[src/rtl/mem_arbiter.sv]
// Two-port arbiter in front of the PSRAM go/done controller: picks a requester, runs one access
// end to end, and returns a one-cycle ack. A WAIT-phase timeout forces completion and sets a sticky flag.
`timescale 1ns/1ps
module mem_arbiter #(
    parameter int ADDR_W      = 32,
    parameter int DATA_W      = 8,
    parameter int TIMEOUT     = 32,
    parameter int P0_PRIORITY = 0
) (
    input  logic              clk,
    input  logic              rst_n,
    input  logic              p0_req,
    input  logic              p0_we,
    input  logic [ADDR_W-1:0] p0_addr,
    input  logic [DATA_W-1:0] p0_wdata,
    output logic              p0_ack,
    output logic [DATA_W-1:0] p0_rdata,
    input  logic              p1_req,
    input  logic              p1_we,
    input  logic [ADDR_W-1:0] p1_addr,
    input  logic [DATA_W-1:0] p1_wdata,
    output logic              p1_ack,
    output logic [DATA_W-1:0] p1_rdata,
    output logic              mem_go,
    output logic              mem_we,
    output logic [ADDR_W-1:0] mem_addr,
    output logic [DATA_W-1:0] mem_wdata,
    input  logic [DATA_W-1:0] mem_rdata,
    input  logic              mem_done,
    output logic              busy,
    output logic              timeout_err,
    output logic [1:0]        dbg_state_o
);
    // Handshakes: a requester holds req (and its fields) until its one-cycle ack; the controller
    // accepts go when it drives done low, and finishes the access when it drives done high again.
    typedef enum logic [1:0] {IDLE = 2'd0, ISSUE = 2'd1, WAIT = 2'd2, ACK = 2'd3} state_t;

    localparam int TW = $clog2(TIMEOUT);
    localparam logic [TW-1:0] TMAX = TW'(TIMEOUT - 1);

    state_t            state_q;
    logic              grant_q;
    logic              last_grant_q;
    logic [TW-1:0]     timer_q;
    logic              mem_go_q, mem_we_q, timeout_err_q;
    logic [ADDR_W-1:0] mem_addr_q;
    logic [DATA_W-1:0] mem_wdata_q, p0_rdata_q, p1_rdata_q;
    logic              p0_ack_q, p1_ack_q;
    logic              pick_p1;

    always_comb begin
        if (p0_req && p1_req) begin
            pick_p1 = (P0_PRIORITY != 0) ? 1'b0 : ~last_grant_q;
        end else begin
            pick_p1 = p1_req;
        end
    end

    always_ff @(posedge clk or negedge rst_n) begin
        if (!rst_n) begin
            state_q       <= IDLE;
            grant_q       <= 1'b0;
            last_grant_q  <= 1'b1;
            timer_q       <= '0;
            mem_go_q      <= 1'b0;
            mem_we_q      <= 1'b0;
            mem_addr_q    <= '0;
            mem_wdata_q   <= '0;
            p0_rdata_q    <= '0;
            p1_rdata_q    <= '0;
            p0_ack_q      <= 1'b0;
            p1_ack_q      <= 1'b0;
            timeout_err_q <= 1'b0;
        end else begin
            case (state_q)
                IDLE: begin
                    if (p0_req || p1_req) begin
                        grant_q     <= pick_p1;
                        mem_we_q    <= pick_p1 ? p1_we    : p0_we;
                        mem_addr_q  <= pick_p1 ? p1_addr  : p0_addr;
                        mem_wdata_q <= pick_p1 ? p1_wdata : p0_wdata;
                        mem_go_q    <= 1'b1;
                        state_q     <= ISSUE;
                    end
                end
                ISSUE: begin
                    // Only a definite low counts as accepted; high or unknown keeps go asserted.
                    if (mem_done == 1'b0) begin
                        mem_go_q <= 1'b0;
                        timer_q  <= '0;
                        state_q  <= WAIT;
                    end
                end
                WAIT: begin
                    if (mem_done == 1'b1) begin
                        if (!mem_we_q) begin
                            if (grant_q) p1_rdata_q <= mem_rdata;
                            else         p0_rdata_q <= mem_rdata;
                        end
                        if (grant_q) p1_ack_q <= 1'b1;
                        else         p0_ack_q <= 1'b1;
                        state_q <= ACK;
                    end else if (timer_q == TMAX) begin
                        timeout_err_q <= 1'b1;
                        if (!mem_we_q) begin
                            if (grant_q) p1_rdata_q <= '0;
                            else         p0_rdata_q <= '0;
                        end
                        if (grant_q) p1_ack_q <= 1'b1;
                        else         p0_ack_q <= 1'b1;
                        state_q <= ACK;
                    end else begin
                        timer_q <= timer_q + TW'(1);
                    end
                end
                ACK: begin
                    p0_ack_q     <= 1'b0;
                    p1_ack_q     <= 1'b0;
                    last_grant_q <= grant_q;
                    state_q      <= IDLE;
                end
                default: state_q <= IDLE;
            endcase
        end
    end

    assign p0_ack      = p0_ack_q;
    assign p1_ack      = p1_ack_q;
    assign p0_rdata    = p0_rdata_q;
    assign p1_rdata    = p1_rdata_q;
    assign mem_go      = mem_go_q;
    assign mem_we      = mem_we_q;
    assign mem_addr    = mem_addr_q;
    assign mem_wdata   = mem_wdata_q;
    assign busy        = (state_q != IDLE);
    assign timeout_err = timeout_err_q;
    assign dbg_state_o = state_q;
endmodule
[config.mk]
export PLATFORM = sky130hd
export DESIGN_NAME = mem_arbiter
export DESIGN_NICKNAME = d
export VERILOG_FILES = /design/src/rtl/mem_arbiter.sv
export SDC_FILE = /design/constraint.sdc
export NUM_CORES = 1
export LEC_CHECK = 0
export CORE_MARGIN = 2
export CORE_UTILIZATION = 30
export DETAILED_ROUTE_END_ITERATION = 10
export RECOVER_POWER = 25
export SYNTH_ARGS = -nofsm -noshare
export SYNTH_HDL_FRONTEND = slang
export SYNTH_SLANG_ARGS = --single-unit
[constraint.sdc]
create_clock -name clk -period 4.4 [get_ports clk]
set_input_delay 0.44 -clock clk [delete_from_list [all_inputs] [get_ports clk]]
set_output_delay 0.44 -clock clk [all_outputs]
set_load 0.1 [all_outputs]
Word level (Yosys, flattened, before mapping). Cells that the tools add are included.

Flip-flop bits (word level): 70. Latch bits: 0. RAM bits: 0. Bits in read-only memories: 0. Input bits: 95. Output and inout port bits: 64. Word-level logic and storage cells: 79. Memories kept: 0.

$add $sub $neg: 1. Multiply operators: 0. Div/mod/pow operators: 0. Magnitude comparators: 0. Eq/ne operators: 9. Shift operators: 0. Mux-type cells: 36. Bitwise logic cells: 4. Reduce and logical (&&, ||, !) cells: 16.

Operators with widths (number): two-way mux 8 bit (13); two-way mux 32 bit (1); two-way mux 5 bit (3); AND reduction 4 bit (3); two-way mux 1 bit (10); case mux 5 bit (2 select lines) (1); nonzero test 2 bit (5); AND reduction 3 bit (3); two-way mux 2 bit (4); inequality test 2 bit, second input constant (4); case mux 2 bit (4 select lines) (1); case mux 1 bit (2 select lines) (3); adder 5 x 1 -> 5 bit, second input constant (1); == test 5 bit, second input constant (1); == test 2 bit, second input constant (2); inverter 1 bit (4); AND reduction 2 bit (2); inequality test 3 bit, second input constant (1); == test 2 x 1 -> 1 bit, second input constant (1); zero test 2 bit (1); logical AND 1 bit (1); logical OR 1 bit (1).

Logic depth before layout (Yosys ltp). Gate-level depths: netlist of the first run.

Depth after elaboration: 4. Gate-level depth with buffers: 8.

Worst setup path before layout of the first run. No wires, ideal clock.

Path type: register to output. Start point: register state_q[0], in the netlist dbg_state_o[0]. End point: output busy. Arrival time: 2.048 ns. Data required time: 3.960 ns. Setup slack: 1.912 ns. Cell stages (with the launch flop): 4. Path buffers: 0. Cells stage by stage: dfrtp_1 > inv_1 > ha_1 > inv_1.

Cells in the longest elaborated chain, start to end: 1.

Ends and longest elaborated chain: start: declaration (RTL line 41) `state_t state_q;`; start signal: assignment (RTL line 61) `state_q <= IDLE;`; start signal: assignment (RTL line 83) `state_q <= ISSUE;`; start signal: assignment (RTL line 91) `state_q <= WAIT;`; nonzero test 2 bit (RTL line 135) `assign busy = (state_q != IDLE);`; end: declaration (RTL line 30) `output logic busy,`.

No other way between the ends.

Worst setup path after layout of the first run. Same ends and word-level chain as after synthesis.

==> metrics, run 1 <==
status=finished, final reports clean; R2R Setup Slk=2.19 ns; Residual DRC=0; CP Launch Type=flop; number of synthesized flops with an enable pin=0; Yosys cell types=29; most frequent cells in the layout=clkdlybuf4s50_1 (157), dfrtp_1 (69), o21ai_0 (51); Ports=about 160; cells on worst reg2reg path=6; final-report max-slew violation count=0; Initial Utilization=~31%; Overflow after GRT=0; crit path DAT=between 2 and 2.5 ns; Vias=2755; FILL cells=approximately 970; syn_area_per_cell=between 10 and 15 µm²; setup violators final=0; crit path from=dbg_state_o[0]$_DFFE_PN0P_; GPL Wtd Cong=between 0.7 and 0.8; row cnt=37; Final Skew=around 0.009 ns; all-layer global routing usage=between 10% and 20%; multi-input logic area=1330 µm²; f_max=around 350 MHz; worst skew pair latency=between 0.3 and 0.4 ns; commonest register cell after synthesis=dfrtp_1; # resized after CTS=0; post-CTS setup buffer count=0; Routed Wire Length=about 8600 µm; DP HPWL=just over 6000 µm; period utilization=65.8%; largest net degree at the start of global routing=just over 70; max-cap violation count=0; sequential area share after synthesis=between 50 and 60%; asr flop ratio synth=100%; worst slew pin tran=between 1 and 1.5 ns; TritonRoute pass-1 iters=4; crit end category=output pin; Syn Std Cell Area=between 3000 and 4000 µm²; CTS hold repair buffers=0; Setup TNS=0 ns; critical-path maximum fanout=5; htree depth=3; Synth Net Count=about 390; Root Buffer=clkbuf_8; initial DRC count=68; layout cells sized above 1=~6.2%; die extent in x=107 µm; first-pass GRT wire length=approximately 14000 µm; Worst Setup Path Type=flop to output pin; clock tree buffer depth=2; worst endpoint required time=around 4.0 ns; Total Nets Final=between 500 and 600; CTS buffer count=9; post-synthesis instance total=a little under 300; chip height=between 100 and 150 µm; Worst Hold Class=input pin to asynchronous set/reset pin; FF/Latch Area=1750 µm²; Yosys warning total=0; Diodes inserted=0; Worst Hold Slack=roughly 0.21 ns; RSZ-0062 raised after global routing=false; Setup crit end=busy; antenna violations before repair=0; CTS tree=built; area grow syn2layout=62.0%; IO buf count=approximately 160; worst r2r dst=p1_rdata[1]$_DFFE_PN0P_; Final ANT Viol Nets=0; Via density=between 4 and 5; Rel. slew slack=approximately a third; wire per inst=between 10 and 15 µm; die area=roughly 11000 µm²; worst r2r src=timer_q[0]$_DFFE_PN0P_; clock tree sinks=70; fin crit period=between 2 and 3 ns; #FFs+latches synth=70; vias in the first global route=about 2700; most common library cell in the layout ignoring fill and taps=clkdlybuf4s50_1; core region area=between 10000 and 15000 µm²; Clock transition at path regs=0.08 ns; Final Hold Vio Count=0
## metrics by stage
| step | area, µm² | cells | util [%] | setup WS [ns] |
|---|---|---|---|---|
| floorplan | 3180 | 291 | - | 1.91 |
| global placement | 4880 | 569 | 47.2 | 1.82 |
| detailed placement | 4880 | 569 | 47.2 | 1.76 |
| CTS | 5150 | 585 | 49.9 | 1.47 |
| global route | 5150 | 585 | 49.9 | 1.41 |
| finish | 5150 | 585 | 49.9 | 1.51 |
## synth_stat cells, types with 2 or more instances
master | n | area [µm²]
dfrtp_1 | 69 | 1730
o21ai_0 | 51 | 255
nand2_1 | 50 | 188
mux2i_1 | 44 | 440
a22o_1 | 17 | 149
clkbuf_1 | 10 | 37.5
buf_2 | 9 | 45.0
ha_1 | 7 | 87.6
inv_1 | 5 | 18.8
nor2_1 | 4 | 15.0
a21oi_1 | 3 | 15.0
a22oi_1 | 2 | 15.0
mux2_2 | 2 | 22.5
o21bai_1 | 2 | 15.0
or4_1 | 2 | 15.0
## cell type report
type	instances	share of cell area, %
timing repair buffer	161	31.1
clock buffer	9	2.41
tap	136	3.31
multi-input combinational	196	25.8
clock inverter	7	2.84
inverter	6	0.438
sequential	70	34.1
## sequential cells by signal (all words and copies together) (netlist names), 2 cells and up
register and cells:
mem_wdata 8, p1_rdata 8, mem_addr 32, timer_q 5, p0_rdata 8, dbg_state_o 2
## cell families (layout without fill, tap and decap cells)
| logic type | after synthesis | count (layout) | synth area share, % |
|---|---|---|---|
| AOI/OAI and AO/OA | 80 | 80 | 15.4 |
| adders and majority gates | 7 | 7 | 2.76 |
| buffers and inverters | 25 | 183 | 3.31 |
| DFF | 70 | 70 | 55.2 |
| muxes | 46 | 46 | 14.6 |
| and+or+nand+nor | 63 | 63 | 8.74 |
## worst min path at each step
| stage | start | to | slack [ns] |
|---|---|---|---|
| 2_1_floorplan | rst_n | dbg_state_o[0]$_DFFE_PN0P_ | 0.14 |
| 3_3_place_gp | mem_addr[14]$_DFFE_PN0P_ | mem_addr[14]$_DFFE_PN0P_ | 0.46 |
| 3_5_place_dp | mem_wdata[3]$_DFFE_PN0P_ | mem_wdata[3]$_DFFE_PN0P_ | 0.47 |
| 4_1_cts | rst_n | mem_go$_DFFE_PN0P_ | 0.24 |
| 5_1_grt | rst_n | mem_go$_DFFE_PN0P_ | 0.27 |
| 6_report | rst_n | mem_go$_DFFE_PN0P_ | 0.21 |
## routing by layer
layer  vias up  part of all wire (%)  track usage, %
li1       1335                     -               -
met1      1293                    44            18.9
met2       112                    46            24.3
met3        15                   7.7            4.68
met4         0                   1.9            6.77
met5         -                     0               0
## worst max-delay path, stage by stage, from the launching register on
cell and delay (ns):
dfrtp_1 0.43, inv_1 0.11, ha_1 0.28, inv_1 0.14, clkdlybuf4s50_1 1.15
Power of run 1 is not shown: default switching activity piles up to over one toggle a cycle in this logic, so the estimate is an artifact.
==> inputs of run 2 (changes only) <==
PLACE_DENSITY = 0.65   (was not set)
clock period = 2.6 ns   (was 4.4 ns; I/O delays follow)
==> metrics, run 2 (synthesis results as in run 1) <==
worst slew pin tran=approximately 1.7 ns; cells on worst reg2reg path=6; Crit path max-delay family=simple AND/OR/NAND/NOR gates; Rel. slew slack=-12.7%; die extent in x=about 110 µm; die area=11400 µm²; DR WL met2=3800 µm; Slowest cell on crit path=or4_1; crit path DAT=roughly 2.4 ns; routed wl met3=644 µm; wire per inst=13.6 µm; antenna violations before repair=0; Clock transition at path regs=about 0.080 ns; max reg flops=32; largest net degree at the start of global routing=71; setup violators final=0; critical-path maximum fanout=10; failing checks=capacitance limit, slew limit; Worst Setup Path Type=flop to flop; chip height=about 110 µm; largest stage delay on the critical path=approximately 0.59 ns; Residual DRC=0; final-report max-slew violation count=between 70 and 80; TritonRoute pass-1 iters=4; most frequent cells in the layout=clkdlybuf4s50_1 (93), dfrtp_1 (69), buf_4 (68); status=finished, violations left; post-CTS setup buffer count=0; Total Nets Final=roughly 550; all-layer global routing usage=14.3%; Worst Hold Class=input pin to asynchronous set/reset pin; CP Launch Type=flop; met1 WL=roughly 3300 µm; Initial Utilization=~30%; initial DRC count=54; worst endpoint required time=between 2 and 3 ns; Final ANT Viol Nets=0; fin crit period=2.19 ns; # resized after CTS=0; CTS buffer count=9; Final Hold Vio Count=0; Root Buffer=clkbuf_8; area grow syn2layout=56.0%; most common library cell in the layout ignoring fill and taps=clkdlybuf4s50_1; core region area=between 10000 and 15000 µm²; vias in the first global route=roughly 2700; Overflow after GRT=0; Setup TNS=0 ns; crit end category=flop; RSZ-0062 raised after global routing=false; Worst path most repeated cell=ha_1; worst r2r src=timer_q[0]$_DFFE_PN0P_; row cnt=37; htree depth=3; Vias=2700; first-pass GRT wire length=13000 µm; worst skew pair latency=between 0.3 and 0.4 ns; R2R Setup Slk=approximately 0.41 ns; IO buf count=158; CTS hold repair buffers=0; top sig layer=met4; WP buf/inv=0; f_max=between 400 and 500 MHz; clock tree buffer depth=2; Routed Wire Length=a little under 8000 µm; CTS tree=built; Final WS setup=0.406 ns; Via density=4.61; DP HPWL=between 6000 and 7000 µm; worst r2r dst=p1_rdata[1]$_DFFE_PN0P_; Ports=159; setup slack at placement=0.415 ns; Diodes inserted=0; period utilization=a little over four fifths; layout cells sized above 1=about a fifth; GPL Wtd Cong=~0.8; CP Cell Sequence=ha_1 > and3_1 > ha_1 > nor2_1 > or4_1 > a22o_1; clock tree sinks=70; Final Skew=a little over 0.01 ns; max-cap violation count=1
[run 2: changes by cell type in the layout (fill, tap and decap cells not counted), sizes merged]
cell / delta
clkdlybuf4s50: -64
buf: +64
inv: +1
clkbuf: +4
bufinv: -2
clkinv: -2
[run 2: worst max path at each step]
stage	from	slack, ns	end	cells past startpoint
after floorplan	dbg_state_o[0]$_DFFE_PN0P_	0.21	grant_q$_DFFE_PN0P_	4
after global placement	mem_done	0.52	p1_rdata[0]$_DFFE_PN0P_	4
after detailed placement	timer_q[0]$_DFFE_PN0P_	0.42	p1_rdata[0]$_DFFE_PN0P_	6
after CTS	timer_q[0]$_DFFE_PN0P_	0.40	p1_rdata[1]$_DFFE_PN0P_	6
after global routing	timer_q[0]$_DFFE_PN0P_	0.24	p0_rdata[5]$_DFFE_PN0P_	6
final	timer_q[0]$_DFFE_PN0P_	0.41	p1_rdata[1]$_DFFE_PN0P_	6
[run 2: layout make-up]
cell class | count | area (µm²)
timing repair buffer | 162 | 1450
sequential | 70 | 1750
clock buffer | 12 | 155
clock inverter | 4 | 77.6
fill | 992 | 5370
inverter | 6 | 22.5
multi-input combinational | 196 | 1330
tap | 136 | 170
[run 2: per-stage QoR]
step / std cells / hold WS (ns) / instance area [µm²] / util, %
after CTS: 586 / 0.0577 / 4960 / 48.0
after global routing: 586 / 0.497 / 4950 / 48.0
after global placement: 570 / 0.432 / 4720 / 45.8
after floorplan: 291 / -0.0356 / 3180 / -
after detailed placement: 570 / 0.438 / 4720 / 45.8
final: 586 / 0.355 / 4950 / 48.0
[run 2: routing by layer]
metal	GRT usage, %	vias up
li1	-	1337
met1	17.0	1243
met2	23.4	107
met3	5.05	13
met4	6.31	0
met5	0	-
Power of run 2 is left out for the same reason.
